$ cat config.mk
export PLATFORM = sky130hd
export DESIGN_NAME = bcd_7seg_scan_flat
export DESIGN_NICKNAME = d
export VERILOG_FILES = /design/src/rtl/bcd_pkg.sv /design/src/rtl/bcd_7seg_scan_if.sv /design/src/rtl/bcd_7seg_decode.sv /design/src/rtl/bcd_7seg_scan.sv /design/src/flat_wrapper.sv
export SDC_FILE = /design/constraint.sdc
export NUM_CORES = 1
export LEC_CHECK = 0
export ABC_CLOCK_PERIOD_IN_PS = 2100
export CORE_UTILIZATION = 44
export CTS_CLUSTER_DIAMETER = 200
export DETAILED_ROUTE_END_ITERATION = 12
export PLACE_DENSITY = 0.83
export SLEW_MARGIN = 20
export SYNTH_ARGS = -nofsm -noshare
export SYNTH_HDL_FRONTEND = slang
export SYNTH_SLANG_ARGS = --single-unit
$ cat constraint.sdc
create_clock -name clk -period 2.1 [get_ports clk]
set_clock_uncertainty 0.15 [all_clocks]
set_input_delay 0.42 -clock clk [delete_from_list [all_inputs] [get_ports clk]]
set_output_delay 0.42 -clock clk [all_outputs]
set_load 0.1 [all_outputs]
$ cat src/rtl/bcd_pkg.sv
// rtl/bcd_pkg.sv - shared BCD nibble width and active-low 7-segment patterns
package bcd_pkg;

  localparam int BCD_W = 4;

  // Segment order {g,f,e,d,c,b,a}, active-low
  localparam logic [6:0] SEG_0     = 7'b1000000;
  localparam logic [6:0] SEG_1     = 7'b1111001;
  localparam logic [6:0] SEG_2     = 7'b0100100;
  localparam logic [6:0] SEG_3     = 7'b0110000;
  localparam logic [6:0] SEG_4     = 7'b0011001;
  localparam logic [6:0] SEG_5     = 7'b0010010;
  localparam logic [6:0] SEG_6     = 7'b0000010;
  localparam logic [6:0] SEG_7     = 7'b1111000;
  localparam logic [6:0] SEG_8     = 7'b0000000;
  localparam logic [6:0] SEG_9     = 7'b0010000;
  localparam logic [6:0] SEG_DASH  = 7'b0111111;
  localparam logic [6:0] SEG_BLANK = 7'b1111111;

endpackage

$ cat src/rtl/bcd_7seg_scan_if.sv
// rtl/bcd_7seg_scan_if.sv - BCD word in, multiplexed display pins out
interface bcd_7seg_scan_if #(
  parameter int NUM_DIGITS = 4
);
  import bcd_pkg::*;

  logic [BCD_W*NUM_DIGITS-1:0] bcd_in;
  logic                        load;
  logic                        blank_lz;
  logic [6:0]                  seg;
  logic [NUM_DIGITS-1:0]       an;
  logic                        err;

  modport master (
    output bcd_in, load, blank_lz,
    input  seg, an, err
  );

  modport slave (
    input  bcd_in, load, blank_lz,
    output seg, an, err
  );

endinterface

$ cat src/rtl/bcd_7seg_decode.sv
// rtl/bcd_7seg_decode.sv - combinational nibble to active-low segment decoder
module bcd_7seg_decode
  import bcd_pkg::*;
(
  input  logic [BCD_W-1:0] nibble,
  input  logic             blank,
  output logic [6:0]       seg
);

  always_comb begin
    seg = SEG_DASH;
    if (blank) begin
      seg = SEG_BLANK;
    end else begin
      case (nibble)
        4'd0:    seg = SEG_0;
        4'd1:    seg = SEG_1;
        4'd2:    seg = SEG_2;
        4'd3:    seg = SEG_3;
        4'd4:    seg = SEG_4;
        4'd5:    seg = SEG_5;
        4'd6:    seg = SEG_6;
        4'd7:    seg = SEG_7;
        4'd8:    seg = SEG_8;
        4'd9:    seg = SEG_9;
        default: seg = SEG_DASH;
      endcase
    end
  end

endmodule

$ cat src/rtl/bcd_7seg_scan.sv
// rtl/bcd_7seg_scan.sv - latched BCD word driving a time-multiplexed common-anode display
module bcd_7seg_scan
  import bcd_pkg::*;
#(
  parameter int NUM_DIGITS  = 4,
  parameter int REFRESH_DIV = 4
) (
  input  logic             clk,
  input  logic             rst,
  bcd_7seg_scan_if.slave   bus
);

  localparam int IDX_W = (NUM_DIGITS > 1) ? $clog2(NUM_DIGITS) : 1;
  localparam int DIV_W = (REFRESH_DIV > 1) ? $clog2(REFRESH_DIV) : 1;

  logic [BCD_W*NUM_DIGITS-1:0] bcd_reg;
  logic [DIV_W-1:0]            div_cnt;
  logic [IDX_W-1:0]            digit_idx;

  logic [BCD_W-1:0]            nib [NUM_DIGITS];
  logic [IDX_W-1:0]            msd;
  logic                        any_bad;
  logic [BCD_W-1:0]            cur_nib;
  logic                        blank_cur;
  logic [6:0]                  seg_next;
  logic [NUM_DIGITS-1:0]       an_next;
  logic                        wrap;

  // Invalid nibbles count as nonzero so a dash is never blanked away
  always_comb begin
    msd     = '0;
    any_bad = 1'b0;
    for (int i = 0; i < NUM_DIGITS; i++) begin
      nib[i] = bcd_reg[i*BCD_W +: BCD_W];
      if (nib[i] != '0) msd = IDX_W'(i);
      if (nib[i] > 4'd9) any_bad = 1'b1;
    end
  end

  assign cur_nib   = nib[digit_idx];
  assign blank_cur = bus.blank_lz && (digit_idx > msd);
  assign an_next   = ~(NUM_DIGITS'(1) << digit_idx);
  assign wrap      = (div_cnt == DIV_W'(REFRESH_DIV - 1));

  bcd_7seg_decode u_decode (
    .nibble (cur_nib),
    .blank  (blank_cur),
    .seg    (seg_next)
  );

  always_ff @(posedge clk) begin
    if (rst) begin
      bcd_reg   <= '0;
      div_cnt   <= '0;
      digit_idx <= '0;
      bus.an    <= '1;
      bus.seg   <= SEG_BLANK;
      bus.err   <= 1'b0;
    end else begin
      if (bus.load) bcd_reg <= bus.bcd_in;
      div_cnt <= wrap ? '0 : div_cnt + 1'b1;
      if (wrap) begin
        digit_idx <= (digit_idx == IDX_W'(NUM_DIGITS - 1)) ? '0 : digit_idx + 1'b1;
      end
      bus.an  <= an_next;
      bus.seg <= seg_next;
      bus.err <= any_bad;
    end
  end

endmodule

$ cat src/flat_wrapper.sv
// flat-port wrapper written by rule: the top's interface ports become plain ports
module bcd_7seg_scan_flat import bcd_pkg::*;
#(
  parameter int NUM_DIGITS  = 4,
  parameter int REFRESH_DIV = 4
)
  (clk, rst, bus_bcd_in, bus_load, bus_blank_lz, bus_seg, bus_an, bus_err);
  bcd_7seg_scan_if #(.NUM_DIGITS(NUM_DIGITS)) bus_i ();
  input  logic clk;
  input  logic rst;
  input wire logic [$bits(bus_i.bcd_in)-1:0] bus_bcd_in;
  input wire logic [$bits(bus_i.load)-1:0] bus_load;
  input wire logic [$bits(bus_i.blank_lz)-1:0] bus_blank_lz;
  output wire logic [$bits(bus_i.seg)-1:0] bus_seg;
  output wire logic [$bits(bus_i.an)-1:0] bus_an;
  output wire logic [$bits(bus_i.err)-1:0] bus_err;
  assign bus_i.bcd_in = bus_bcd_in;
  assign bus_i.load = bus_load;
  assign bus_i.blank_lz = bus_blank_lz;
  assign bus_seg = bus_i.seg;
  assign bus_an = bus_i.an;
  assign bus_err = bus_i.err;
  bcd_7seg_scan #(.NUM_DIGITS(NUM_DIGITS), .REFRESH_DIV(REFRESH_DIV)) u_core (.clk(clk), .rst(rst), .bus(bus_i));
endmodule
==> impl_summary.log, run 1 <==
INFO  metric relSlewSlack = 0.8083
INFO  metric finalHoldViolations = 0
INFO  metric grt_start_max_net_pins = 17
INFO  metric total_gr_overflow = 0
INFO  metric clk_pin_slew = 90 ps
INFO  metric largest_register_ffs = 16
INFO  metric cts-buffers-inserted = 5
INFO  metric run_status = finished clean
INFO  metric rsz0062_at_grt = yes
INFO  metric worstPathCellList = or4_4 > o21bai_1 > ha_2 > nand2_2 > a31oi_1 > buf_4 > o21ai_1
INFO  metric place.gp.congestion = 0.8421
INFO  metric worstSkewPairLatency = 330 ps
INFO  metric worst_pin_slew = 284.9 ps
INFO  metric terminus_of_the_critical_flop_to_flop_path = u_core.bus.seg[5]
INFO  metric die-width = 59.16 um
INFO  metric achievable-frequency = 0.4887 GHz
INFO  metric hold_path.class = reg2reg
INFO  metric vias = 1145
INFO  metric timing.reg2reg.setup_slack = 50 ps
INFO  metric seqCellArea = 645.6 sq um
INFO  metric drc = 0
INFO  metric worst_path_max_delay_cell = sky130_fd_sc_hd__or4_4
INFO  metric async_flop_share = 0
INFO  metric post_dp_cell_area = 1794 sq um
INFO  metric coreArea = 3078 sq um
INFO  metric cp.buffers_inverters = 1
INFO  metric final_area = 1887 sq um
INFO  metric globalRouteTotalUtil = 0.1878
INFO  metric p_per_cell_area = 747.1 nW/um^2
INFO  metric ant_diodes = 0
INFO  metric detail_route.wirelength = 2.876 mm
INFO  metric synth_top_cell_area_share = 0.4456
INFO  metric floorplan.die_area = 3500 sq um
INFO  metric critical_path_capture_point_type = register
INFO  metric fin_nets = 217
INFO  metric synth_top_cells_by_area = sky130_fd_sc_hd__dfxtp_1 45%, sky130_fd_sc_hd__mux2i_1 12%, sky130_fd_sc_hd__ha_1 10%
INFO  metric die_h = 59.16 um
INFO  metric maximum_count_of_clock_buffers_along_a_single_path = 2
INFO  metric synth_sequential_area_ratio = 0.4456
INFO  metric worst_path_largest_cell_delay = 530 ps
INFO  metric ff2ff_path_depth = 7
INFO  metric area_growth = 31.24%
INFO  metric critPathArrivalTime = 2120 ps
INFO  metric crit_cells = 7
INFO  metric route.antenna.remaining_nets = 0
INFO  metric fin_crit = 2046 ps
INFO  metric layout-drive-gt1-share = 0.2324
INFO  metric cts_root_buffer = sky130_fd_sc_hd__clkbuf_4
INFO  metric portBuffers = 31
INFO  metric synthesis.area_per_instance = 10.12 sq um
INFO  metric hold_ws = 282.4 ps
INFO  metric worst-path-max-fanout = 7
INFO  metric holdPathStages = 1
INFO  metric dpl.hpwl = 2.209 mm
INFO  metric drv_slew = 0
INFO  metric synth_enable_flop_cells = 0
INFO  metric dominantRegCellSynth = sky130_fd_sc_hd__dfxtp_1
INFO  metric grt_pass1_wl = 4.774 mm
INFO  metric worstReg2RegStart = u_core.bcd_reg[12]
INFO  metric ys_warn_count = 0
INFO  metric drt_pre_antenna_iters = 4
INFO  metric synthesis.area = 1438 sq um
INFO  metric crit_path_start_kind = register
INFO  metric starting_density_of_the_core = 0.4671
INFO  metric ys_ff_latch = 32
INFO  metric yosysUniqueCellTypes = 27
INFO  metric detailedRoute.firstIterationViolations = 29
INFO  metric timing.setup.tns = 0 ps
INFO  metric hold-path-endpoint = u_core.div_cnt[0]
INFO  metric cp_data_required_time = 2170 ps
INFO  metric cts_tree = yes
INFO  metric num-fill-cells = 264
INFO  metric max-cap-violations = 0
INFO  metric min_from = u_core.div_cnt[0]
INFO  metric synth_top_cells_by_count = 32 x sky130_fd_sc_hd__dfxtp_1, 20 x sky130_fd_sc_hd__nor2_1, 17 x sky130_fd_sc_hd__mux2i_1
INFO  metric yosysTopAreaCell = sky130_fd_sc_hd__dfxtp_1
INFO  metric antenna_violations_before_repair = 0
INFO  metric cells_after_synthesis = 142
INFO  metric critical_path.top_delay_family = simple AND/OR/NAND/NOR gates
INFO  metric finalSetupViolations = 0
INFO  metric p_leak = 0.8197 nW
INFO  metric ws_path_type = reg2reg
INFO  metric viasPerCell = 5.000
INFO  metric number_of_levels_the_h_tree_was_split_into = 2
INFO  metric postSynthNetCount = 174
INFO  metric area_used_by_multi_input_combinational_logic = 747.0 sq um
INFO  metric cts_hold_buf = 0
INFO  metric cts_num_sinks = 32
INFO  metric final.period_utilization = 0.9745
INFO  metric fp-row-count = 20
INFO  metric floorplan.io_pins = 32
INFO  metric wl_per_cell = 12.56 um
INFO  metric number_of_global_route_vias_before_repair = 1123
INFO  metric synthMostInstantiatedCell = sky130_fd_sc_hd__dfxtp_1
INFO  metric peakVddDrop = 0.0004029 V
per-layer routing:
metal / share of wire / global-route usage
met5: 0 / 0
met4: 0.013 / 0.07483
met3: 0.052 / 0.08079
met2: 0.52 / 0.3198
met1: 0.42 / 0.2052
final cells by class:
class	count	share of cell area
sequential	32	0.3422
clock inverter	1	0.002653
multi-input combinational	96	0.3959
timing repair buffer	42	0.1923
inverter	8	0.01592
tap	44	0.02918
clock buffer	6	0.02188
how the worst max path moves through the flow:
stage | from | to | slack (ps)
floorplan | u_core.bcd_reg[12] | u_core.bus.seg[1] | 70
global placement | u_core.bcd_reg[12] | u_core.bus.seg[6] | 100
detailed placement | u_core.bcd_reg[13] | u_core.bus.seg[5] | 10
CTS | u_core.bcd_reg[8] | u_core.bus.seg[5] | 2
global route | u_core.bcd_reg[12] | u_core.bus.seg[0] | -30
finish | u_core.bcd_reg[12] | u_core.bus.seg[5] | 50
kinds of logic (layout without fill, tap and decap cells):
family | after synthesis | in the layout | synth area share
compound gates | 23 | 23 | 0.08703
fa+ha+maj | 12 | 12 | 0.1044
buf+inv | 14 | 57 | 0.04264
flops | 32 | 32 | 0.4456
mux | 21 | 21 | 0.1836
simple gates | 40 | 40 | 0.1366
placed cells by master, fill, tap and decap left out, types with 3 or more instances in the layout:
cell and n:
sky130_fd_sc_hd__mux4_2 4, sky130_fd_sc_hd__clkdlybuf4s50_1 19, sky130_fd_sc_hd__dfxtp_2 4, sky130_fd_sc_hd__nand2b_1 5
sky130_fd_sc_hd__ha_1 11, sky130_fd_sc_hd__buf_4 23, sky130_fd_sc_hd__o21ai_1 7, sky130_fd_sc_hd__inv_1 8
sky130_fd_sc_hd__dfxtp_1 28, sky130_fd_sc_hd__nor3_1 3, sky130_fd_sc_hd__a21oi_1 7, sky130_fd_sc_hd__mux2i_1 17
sky130_fd_sc_hd__clkbuf_4 5, sky130_fd_sc_hd__nor2_1 19, sky130_fd_sc_hd__o21ai_0 5
repair_timing:
action / in CTS / in global routing
setup endpoints to repair: 1 / 7
buffers inserted: 0 / 4
pin swaps: 1 / 4
gates resized for setup: 2 / 12
report_power, final:
part | switching, mW | total, mW | internal (mW)
Combinational | 0.263 | 0.412 | 0.150
Clock | 0.194 | 0.317 | 0.123
Sequential | 0.0267 | 0.681 | 0.654
per-stage QoR:
stage | setup slack, ps | total power, mW | util | instances
6_report | 53.65 | 1.410 | 0.6130 | 229
5_1_grt | -28.30 | 1.484 | 0.6130 | 229
4_1_cts | 2.333 | 1.401 | 0.5996 | 225
3_5_place_dp | 12.99 | 1.088 | 0.5829 | 218
3_3_place_gp | 104.9 | 1.074 | 0.5829 | 218
2_1_floorplan | 72.88 | 0.9767 | - | 142
No activity file was read; power rests on OpenSTA's default activity.
==> run 2: changes to the inputs <==
ABC_CLOCK_PERIOD_IN_PS = 2500   (was 2100)
CORE_UTILIZATION = 45   (was 44)
PLACE_DENSITY = 0.82   (was 0.83)
clock period = 2.5 ns   (was 2.1 ns; I/O delays follow)
==> impl_summary.log, run 2 (same netlist as run 1, synthesis figures left out) <==
INFO  metric fin_nets = 209 (-3.7%)
INFO  metric ws_path_type = reg2reg
INFO  metric hold_path.class = reg2reg
INFO  metric drv_slew = 0 (unchanged)
INFO  metric gates_resized_cts_repair = 0 (-2)
INFO  metric coreArea = 3053 sq um (-0.81%)
INFO  metric grt_start_max_net_pins = 26 (+9)
INFO  metric maximum_count_of_clock_buffers_along_a_single_path = 2 (unchanged)
INFO  metric critical_path_capture_point_type = register
INFO  metric layout-drive-gt1-share = 0.1517 (-0.08075)
INFO  metric worst_pin_slew = 450.4 ps (+165.5 ps)
INFO  metric viasPerCell = 4.986 (-0.27%)
INFO  metric starting_density_of_the_core = 0.4709 (+0.003828)
INFO  metric run_status = finished clean
INFO  metric timing.setup.tns = 0 ps (unchanged)
INFO  metric fin_crit = 2270 ps (+223.7 ps)
INFO  metric cts_hold_buf = 0 (unchanged)
INFO  metric cts-buffers-inserted = 5 (unchanged)
INFO  metric final_area = 1859 sq um (-1.5%)
INFO  metric worstPathCellList = or4_1 > o21bai_1 > ha_1 > inv_1 > a21o_1 > a31oi_1 > o21ai_0
INFO  metric cts_tree = yes
INFO  metric critPathArrivalTime = 2310 ps (+190 ps)
INFO  metric worst-path-max-fanout = 7 (unchanged)
INFO  metric post-route-util = 0.6090 (-0.003992)
INFO  metric p_leak = 0.8053 nW (-1.8%)
INFO  metric die-width = 58.52 um (-1.1%)
INFO  metric layout.cells.most_common_list = 32 x sky130_fd_sc_hd__dfxtp_1, 20 x sky130_fd_sc_hd__nor2_1, 19 x sky130_fd_sc_hd__clkdlybuf4s50_1
INFO  metric total_gr_overflow = 0 (unchanged)
INFO  metric crit_path_start_kind = register
INFO  metric place.gp.congestion = 0.8271 (-1.8%)
INFO  metric cts_root_buffer = sky130_fd_sc_hd__clkbuf_4
INFO  metric largest_register_ffs = 16 (unchanged)
INFO  metric max-cap-violations = 0 (unchanged)
INFO  metric worstSkewPairLatency = 340 ps (about the same)
INFO  metric globalRouteTotalUtil = 0.1898 (+0.002048)
INFO  metric floorplan.io_pins = 32 (unchanged)
INFO  metric post_dp_cell_area = 1764 sq um (-1.7%)
INFO  metric p_per_cell_area = 718.3 nW/um^2 (-3.9%)
INFO  metric drc = 0 (unchanged)
INFO  metric area_growth = 29.33%
INFO  metric cp_data_required_time = 2540 ps (+370 ps)
INFO  metric final.period_utilization = 0.9080 (-0.06645)
INFO  metric portBuffers = 31 (unchanged)
INFO  metric worst_path_largest_cell_delay = 540 ps (about the same)
INFO  metric worst_path_max_delay_cell = sky130_fd_sc_hd__or4_1
INFO  metric vias = 1107 (-3.3%)
INFO  metric fp-row-count = 20 (unchanged)
INFO  metric die_h = 58.52 um (-1.1%)
INFO  metric clk_pin_slew = 90 ps (about the same)
INFO  metric finalHoldViolations = 0 (unchanged)
INFO  metric ant_diodes = 0 (unchanged)
INFO  metric detail_route.wirelength = 2.738 mm (-4.8%)
INFO  metric post_cts_buffers = 0 (unchanged)
INFO  metric detailedRoute.firstIterationViolations = 47 (+62%)
INFO  metric leading_cell_type_in_the_layout_fill_and_taps_excluded = sky130_fd_sc_hd__dfxtp_1
INFO  metric finalSetupViolations = 0 (unchanged)
INFO  metric floorplan.die_area = 3425 sq um (-2.2%)
INFO  metric dpl.hpwl = 2.131 mm (-3.6%)
INFO  metric grt_pass1_wl = 4.843 mm (+1.4%)
INFO  metric rsz0062_at_grt = no
INFO  metric number_of_global_route_vias_before_repair = 1132 (+0.80%)
INFO  metric cts_num_sinks = 32 (unchanged)
INFO  metric drt_pre_antenna_iters = 4 (unchanged)
INFO  metric achievable-frequency = 0.4405 GHz (-9.9%)
INFO  metric wl_per_cell = 12.33 um (-1.8%)
INFO  metric hold_ws = 290.3 ps (+7.872 ps)
INFO  metric antenna_violations_before_repair = 0 (unchanged)
INFO  metric peakVddDrop = 0.0003268 V (-19%)
INFO  metric number_of_levels_the_h_tree_was_split_into = 2 (unchanged)
INFO  metric relSlewSlack = 0.6983 (-0.1100)
INFO  metric route.antenna.remaining_nets = 0 (unchanged)
==> run 2: cell count changes in the layout (fill, tap and decap cells not counted), moves of 2 or more <==
cell,previous run,this run
sky130_fd_sc_hd__buf_4,23,15
sky130_fd_sc_hd__clkbuf_8,0,2
sky130_fd_sc_hd__dfxtp_1,28,32
sky130_fd_sc_hd__dfxtp_2,4,0
sky130_fd_sc_hd__o21ai_0,5,9
sky130_fd_sc_hd__o21ai_1,7,3
sky130_fd_sc_hd__or4_1,0,2
sky130_fd_sc_hd__or4_4,2,0
==> run 2: path summary, 6_finish.rpt <==
| path | startpoint | to | cells after the start | slack [ps] |
|---|---|---|---|---|
| max | u_core.bcd_reg[9] | u_core.bus.seg[5] | 7 | 230 |
| min | u_core.div_cnt[0] | u_core.div_cnt[0] | 1 | 290 |
| max reg2reg | u_core.bcd_reg[9] | u_core.bus.seg[5] | 7 | 230 |
| min reg2reg | u_core.div_cnt[0] | u_core.div_cnt[0] | 1 | 290 |
==> run 2: metrics by stage <==
step                      std cells  power, mW  setup slack [ps]
after floorplan                 142     0.8204             472.9
after global placement          214     0.8966             371.2
after detailed placement        214     0.9092             259.3
after CTS                       222      1.341             228.8
after global routing            222      1.394             67.07
final                           222      1.335             230.0
==> run 2: area by class of cell <==
| cell class | instances | area (sq um) |
|---|---|---|
| clock buffers | 7 | 65.06 |
| clock inverters | 1 | 30.03 |
| fillers | 264 | 1194 |
| inverters | 8 | 30.03 |
| multi-input cells | 96 | 735.7 |
| flip-flops and latches | 32 | 640.6 |
| well taps | 44 | 55.05 |
| repair buffers | 34 | 302.8 |
==> run 2: layer usage <==
layer / vias up / GRT usage / share of wire
met5: - / 0 / 0
li1: 559 / - / -
met1: 515 / 0.2131 / 0.44
met3: 5 / 0.05495 / 0.046
met2: 28 / 0.3268 / 0.50
met4: 0 / 0.09864 / 0.013
==> run 2: worst max-delay path: cells and delay by family (launching register included) <==
family / cells / cell delay (ps)
buffers and inverters: 1 / 40
adder cells (fa/ha/maj): 1 / 170
AO/OA/AOI/OAI: 4 / 870
AND/OR/NAND/NOR: 1 / 540
flip-flops: 1 / 350
==> run 2: power by group <==
| group | total, mW | leakage (nW) | switching (mW) | internal [mW] |
|---|---|---|---|---|
| clock network | 0.438 | 0.0515 | 0.173 | 0.265 |
| registers | 0.572 | 0.265 | 0.0235 | 0.549 |
| logic | 0.325 | 0.489 | 0.213 | 0.112 |
==> run 3: changes to the inputs <==
CTS_CLUSTER_SIZE = 25   (was default)
HOLD_SLACK_MARGIN = 0.06   (was default)
==> results of run 3 <==
Same layout as run 2: the final DEF is identical, and so are final timing and power.
